## config.mk

```make
export PLATFORM = sky130hd
export DESIGN_NAME = rtc_bus_cycle
export DESIGN_NICKNAME = d
export VERILOG_FILES = /design/src/rtl/rtc_bus_cycle.sv
export SDC_FILE = /design/constraint.sdc
export NUM_CORES = 1
export LEC_CHECK = 0
export BUFFER_PORTS_ARGS = -buffer_cell sky130_fd_sc_hd__buf_4
export CAP_MARGIN = 30
export CORE_AREA = 2 2 68 70
export CTS_BUF_LIST = sky130_fd_sc_hd__clkbuf_4 sky130_fd_sc_hd__clkbuf_8 sky130_fd_sc_hd__clkbuf_16
export CTS_CLUSTER_DIAMETER = 30
export DETAILED_ROUTE_END_ITERATION = 6
export DIE_AREA = 0 0 70 72
export PLACE_DENSITY = 0.78
export SYNTH_ARGS = -nofsm -noshare
export SYNTH_HDL_FRONTEND = slang
export SYNTH_SLANG_ARGS = --single-unit
```

## constraint.sdc

```tcl
create_clock -name clk -period 4.3 [get_ports clk]
set_clock_uncertainty 0.1 [all_clocks]
set_input_delay 0.43 -clock clk [delete_from_list [all_inputs] [get_ports clk]]
set_output_delay 0.43 -clock clk [all_outputs]
set_load 0.03 [all_outputs]
```

## src/rtl/rtc_bus_cycle.sv

```systemverilog
// Bus-cycle engine for the RTC multiplexed AD bus: address, gap, data, recovery, done.
// Optional RTC_RD_SYNC_EN: two-flop ad_in synchronizer, read data phase two clocks longer.
module rtc_bus_cycle #(
    parameter int T_ADDR = 4,
    parameter int T_GAP  = 2,
    parameter int T_DATA = 6,
    parameter int T_REC  = 4
) (
    input  logic       clk,
    input  logic       rst,
    input  logic       start,
    input  logic       rw,
    input  logic [7:0] addr,
    input  logic [7:0] wdata,
    output logic       busy,
    output logic       done,
    output logic [7:0] rdata,
    output logic       a_d,
    output logic       cs,
    output logic       rd,
    output logic       wr,
    output logic [7:0] ad_out,
    output logic       ad_oe,
    input  logic [7:0] ad_in
);

    typedef enum logic [2:0] {
        S_IDLE, S_ADDR, S_GAP, S_DATA, S_REC, S_DONE
    } state_t;

    localparam logic [7:0] LD_ADDR  = 8'(T_ADDR - 1);
    localparam logic [7:0] LD_GAP   = 8'(T_GAP - 1);
    localparam logic [7:0] LD_WDATA = 8'(T_DATA - 1);
    localparam logic [7:0] LD_REC   = 8'(T_REC - 1);

    logic [7:0] cap_src;

`ifdef RTC_RD_SYNC_EN
    localparam logic [7:0] LD_RDATA = 8'(T_DATA + 1);
    logic [7:0] sync1_q, sync2_q;

    always_ff @(posedge clk) begin
        if (!rst) begin
            sync1_q <= 8'h00;
            sync2_q <= 8'h00;
        end else begin
            sync1_q <= ad_in;
            sync2_q <= sync1_q;
        end
    end

    assign cap_src = sync2_q;
`else
    localparam logic [7:0] LD_RDATA = 8'(T_DATA - 1);
    assign cap_src = ad_in;
`endif

    state_t     state_q, state_d;
    logic [7:0] cnt_q, cnt_d;
    logic       rw_q, rw_d;
    logic [7:0] addr_q, addr_d;
    logic [7:0] wdata_q, wdata_d;
    logic [7:0] rdata_q, rdata_d;
    logic       busy_q, busy_d, done_q, done_d;
    logic       a_d_q, a_d_d, cs_q, cs_d;
    logic       rd_q, rd_d, wr_q, wr_d;
    logic       ad_oe_q, ad_oe_d;
    logic [7:0] ad_out_q, ad_out_d;
    logic       cnt_zero;

    assign cnt_zero = (cnt_q == 8'd0);

    always_ff @(posedge clk) begin
        if (!rst) begin
            state_q  <= S_IDLE;
            cnt_q    <= 8'd0;
            rw_q     <= 1'b0;
            addr_q   <= 8'h00;
            wdata_q  <= 8'h00;
            rdata_q  <= 8'h00;
            busy_q   <= 1'b0;
            done_q   <= 1'b0;
            a_d_q    <= 1'b1;
            cs_q     <= 1'b1;
            rd_q     <= 1'b1;
            wr_q     <= 1'b1;
            ad_oe_q  <= 1'b0;
            ad_out_q <= 8'h00;
        end else begin
            state_q  <= state_d;
            cnt_q    <= cnt_d;
            rw_q     <= rw_d;
            addr_q   <= addr_d;
            wdata_q  <= wdata_d;
            rdata_q  <= rdata_d;
            busy_q   <= busy_d;
            done_q   <= done_d;
            a_d_q    <= a_d_d;
            cs_q     <= cs_d;
            rd_q     <= rd_d;
            wr_q     <= wr_d;
            ad_oe_q  <= ad_oe_d;
            ad_out_q <= ad_out_d;
        end
    end

    always_comb begin
        state_d = state_q;
        cnt_d   = cnt_q;
        rw_d    = rw_q;
        addr_d  = addr_q;
        wdata_d = wdata_q;
        rdata_d = rdata_q;
        unique case (state_q)
            S_IDLE: begin
                if (start) begin
                    state_d = S_ADDR;
                    cnt_d   = LD_ADDR;
                    rw_d    = rw;
                    addr_d  = addr;
                    wdata_d = wdata;
                end
            end
            S_ADDR: begin
                if (cnt_zero) begin
                    state_d = S_GAP;
                    cnt_d   = LD_GAP;
                end else begin
                    cnt_d = cnt_q - 8'd1;
                end
            end
            S_GAP: begin
                if (cnt_zero) begin
                    state_d = S_DATA;
                    cnt_d   = rw_q ? LD_RDATA : LD_WDATA;
                end else begin
                    cnt_d = cnt_q - 8'd1;
                end
            end
            S_DATA: begin
                if (cnt_zero) begin
                    state_d = S_REC;
                    cnt_d   = LD_REC;
                    // rd is still low on this edge, so the bus value is valid
                    if (rw_q) rdata_d = cap_src;
                end else begin
                    cnt_d = cnt_q - 8'd1;
                end
            end
            S_REC: begin
                if (cnt_zero) begin
                    state_d = S_DONE;
                    cnt_d   = 8'd0;
                end else begin
                    cnt_d = cnt_q - 8'd1;
                end
            end
            S_DONE: begin
                state_d = S_IDLE;
                cnt_d   = 8'd0;
            end
            default: begin
                state_d = S_IDLE;
                cnt_d   = 8'd0;
            end
        endcase
    end

    // Outputs are decoded from the next state so every pin comes from a flop
    always_comb begin
        busy_d   = 1'b1;
        done_d   = 1'b0;
        a_d_d    = 1'b1;
        cs_d     = 1'b1;
        rd_d     = 1'b1;
        wr_d     = 1'b1;
        ad_oe_d  = 1'b0;
        ad_out_d = ad_out_q;
        unique case (state_d)
            S_IDLE: busy_d = 1'b0;
            S_ADDR: begin
                a_d_d    = 1'b0;
                cs_d     = 1'b0;
                wr_d     = 1'b0;
                ad_oe_d  = 1'b1;
                ad_out_d = addr_d;
            end
            S_GAP: begin
                ad_oe_d  = 1'b1;
                ad_out_d = addr_d;
            end
            S_DATA: begin
                cs_d = 1'b0;
                if (rw_d) begin
                    rd_d = 1'b0;
                end else begin
                    wr_d     = 1'b0;
                    ad_oe_d  = 1'b1;
                    ad_out_d = wdata_d;
                end
            end
            S_REC:   ;
            S_DONE:  done_d = 1'b1;
            default: busy_d = 1'b0;
        endcase
    end

    assign busy   = busy_q;
    assign done   = done_q;
    assign rdata  = rdata_q;
    assign a_d    = a_d_q;
    assign cs     = cs_q;
    assign rd     = rd_q;
    assign wr     = wr_q;
    assign ad_oe  = ad_oe_q;
    assign ad_out = ad_out_q;

endmodule

```

==> out/summary.log <==
qor: synth.avgSynthCellArea 9.302 um^2
qor: outcome.run_status complete, no violations
qor: global_routing.grt_start_max_net_pins 46
qor: hold_path.min-delay-path-class input pin to flip-flop
qor: setup_path.setup.worst_path.start_class flip-flop
qor: synth.synth.largest_area_cell sky130_fd_sc_hd__dfxtp_1
qor: synth.synth.top_cells.by_count sky130_fd_sc_hd__dfxtp_1, sky130_fd_sc_hd__nand2_1, sky130_fd_sc_hd__mux2i_1
qor: synth.async_reset_ff_share 0%
qor: setup_path.r2r_slack 1990 ps
qor: global_routing.grt_overflow 0
qor: clock_tree.cts.clk_slew.worst_paths 90 ps
qor: floorplanning.design.die.area 5040 um^2
qor: clock_tree.cts-htree-levels 2
qor: synth.synth-seq-area-share 44.98%
qor: sta.slew_headroom 53.19%
qor: detailed_routing.vias 1836
qor: sta.final_max_slew_viol_count 0
qor: clock_tree.cts_hold_buffers 0
qor: floorplanning.boundaryPins 51
qor: sta.final.period_utilization 53.80%
qor: placed_design.placement.cell_area 2654 um^2
qor: setup_path.ff2ff_path_depth 7
qor: clock_tree.insertion_delay 300 ps
qor: sta.worst_pin_slew 696.7 ps
qor: synth.ys.flop_type sky130_fd_sc_hd__dfxtp_1
qor: floorplanning.floorplan.core_area 4264 um^2
qor: detailed_routing.routed_metal_1_wirelength 2.165 mm
qor: cells_and_area.final_nets 317
qor: power_and_ir_drop.worst_supply_voltage_drop_on_vdd 0.4024 mV
qor: cells_and_area.design_area 2760 um^2
qor: synth.synth_most_common_cell sky130_fd_sc_hd__dfxtp_1
qor: global_routing.grt_pass1_vias 1777
qor: cells_and_area.diodes 0
qor: placed_design.numPortBuffers 50
qor: sta.period_minus_slack 2314 ps
qor: detailed_routing.met3_wirelength 275 um
qor: hold_path.timing.hold.worst_path_depth 3
qor: detailed_routing.first_iter_violations 139
qor: synth.syn-cell-area 2270 um^2
qor: setup_path.worstPathMaxFanout 9
qor: synth.synth-seq-cells 51
qor: synth.synth-edff-count 0
qor: detailed_routing.antenna_violating_nets_left 0
qor: synth.postSynthCellCount 244
qor: power_and_ir_drop.power_per_cell_area 717.7 nW/um^2
qor: clock_tree.cts-resized-gates 0
qor: detailed_routing.drt_pass1_iterations 4
qor: detailed_routing.avgViaCountPerCell 5.416
qor: clock_tree.cts_num_sinks 51
qor: clock_tree.cts_tree built
qor: hold_path.worst_hold_startpoint ad_in[0]
qor: detailed_routing.drt_drc_violations_left 0
qor: detailed_routing.wl_met2 2.159 mm
qor: placed_design.finalWeightedCongestion 0.9399
qor: hold_path.holdPathEnd rdata[0]
qor: synth.synthesis_warning_total 0
qor: sta.rsz0062_at_grt no
qor: setup_path.crit_type flip-flop to flip-flop
qor: sta.hold_violations 0
qor: setup_path.timing.critical_path.to_type flip-flop
qor: floorplanning.rows 24
qor: cells_and_area.postLayoutCoreUtil 64.73%
qor: sta.worst_hold_slack 282.6 ps
qor: floorplanning.die-width 70 um
qor: sta.peak_clock_frequency_supported_by_timing 432.2 MHz
qor: floorplanning.fp.dieH 72 um
qor: setup_path.cp_data_arrival_time 2400 ps
qor: cells_and_area.area_growth 21.61%
qor: sta.timing.final.setup_violations 0
qor: power_and_ir_drop.leakagePower 1.170 nW
qor: clock_tree.max-clock-path-buffers 2
qor: setup_path.critical_path.reg2reg.startpoint cnt_q[0]
qor: setup_path.critPathRequiredTime 4380 ps
qor: detailed_routing.routed_wl 4.674 mm
qor: cells_and_area.drive_gt1_share 25.78%
qor: detailed_routing.route.top_layer_used met4
qor: placed_design.hpwl 3.281 mm
qor: synth.netlist.area_leader.share 44.98%
qor: run.maxCapViolations 0
qor: synth.post_synth_num_cell_types 48
qor: clock_tree.post_cts_buffers 0
qor: global_routing.grt_first_pass_wirelength 7.997 mm
qor: global_routing.globalRouteTotalUtil 19.70%
qor: clock_tree.clockRootBuffer sky130_fd_sc_hd__clkbuf_8
qor: sta.post-route-worst-setup-slack 1986 ps
qor: placed_design.pre_cts_ws 2019 ps
qor: synth.netlist_top_cells_area sky130_fd_sc_hd__dfxtp_1, sky130_fd_sc_hd__mux2i_1, sky130_fd_sc_hd__nand2_1
qor: setup_path.r2r-end cnt_q[6]
qor: synth.syn_nets 274
qor: floorplanning.initial_core_util 53.23%
qor: detailed_routing.wl_per_cell 13.79 um
qor: clock_tree.cts-buffers-inserted 5
qor: sta.tns 0 ps
qor: global_routing.initial_antenna_violation_count 0
==> placed cells by master (no fill, tap or decap), drive strengths merged, types with 3 or more instances in the layout <==
cell	count
mux2	8
buf	51
nor4	4
nand3	6
clkbuf	6
a21boi	10
dfxtp	51
nor3	6
nor2b	16
nor2	13
o21ai	15
xor2	3
mux2i	17
nand2	30
a21oi	12
inv	6
nand2b	3
==> area by class of cell <==
class	count	area, um^2
repair buffers	51	382.9
flip-flops and latches	51	1021
clock inverters	1	30.03
multi-input cells	172	1162
well taps	52	65.06
clock buffers	6	76.32
inverters	6	22.52
fillers	371	1504
==> metal layers <==
| layer | vias up | global-route usage (%) |
|---|---|---|
| li1 | 932 | - |
| met5 | - | 0 |
| met4 | 0 | 7.692 |
| met3 | 7 | 5.139 |
| met2 | 54 | 31.43 |
| met1 | 843 | 25.83 |
==> state kept, by name, summed over array words and instances (netlist names), 3 cells and up <==
name     count
ad_out       8
addr_q       8
cnt_q        8
rdata        8
state_q      3
wdata_q      8
==> where the power goes <==
part | switching [mW] | internal [mW]
Combinational | 0.545 | 0.382
Sequential | 0.127 | 0.604
Clock | 0.147 | 0.177
==> how the worst max path moves through the flow <==
| stage | start | end |
|---|---|---|
| 5_1_grt | cnt_q[0] | cnt_q[1] |
| 2_1_floorplan | cnt_q[0] | cnt_q[3] |
| 3_3_place_gp | cnt_q[0] | cnt_q[3] |
| 6_report | cnt_q[0] | cnt_q[6] |
| 3_5_place_dp | cnt_q[0] | cnt_q[4] |
| 4_1_cts | cnt_q[0] | cnt_q[6] |
==> critical path, stage by stage (launching register included) <==
cell and delay, ps:
sky130_fd_sc_hd__dfxtp_1 350, sky130_fd_sc_hd__inv_1 100, sky130_fd_sc_hd__ha_1 200, sky130_fd_sc_hd__or3b_2 500, sky130_fd_sc_hd__nor2_1 440, sky130_fd_sc_hd__nor2_2 130
sky130_fd_sc_hd__o311ai_4 280, sky130_fd_sc_hd__nor2_1 90
==> logic make-up after synthesis <==
group | synth area share, %
xor gates and xnor gates | 1.930
and+or+nand+nor | 21.06
buffers and inverters | 4.079
muxes | 11.47
DFF | 44.98
AOI/OAI and AO/OA | 15.38
adders and majority gates | 1.102
==> per-stage QoR <==
step           total power [mW]  cells
6_report                  1.981    339
5_1_grt                   2.123    339
4_1_cts                   1.988    339
3_5_place_dp              1.661    332
3_3_place_gp              1.650    332
2_1_floorplan             1.428    244
Power figures use the tool's default switching activity.
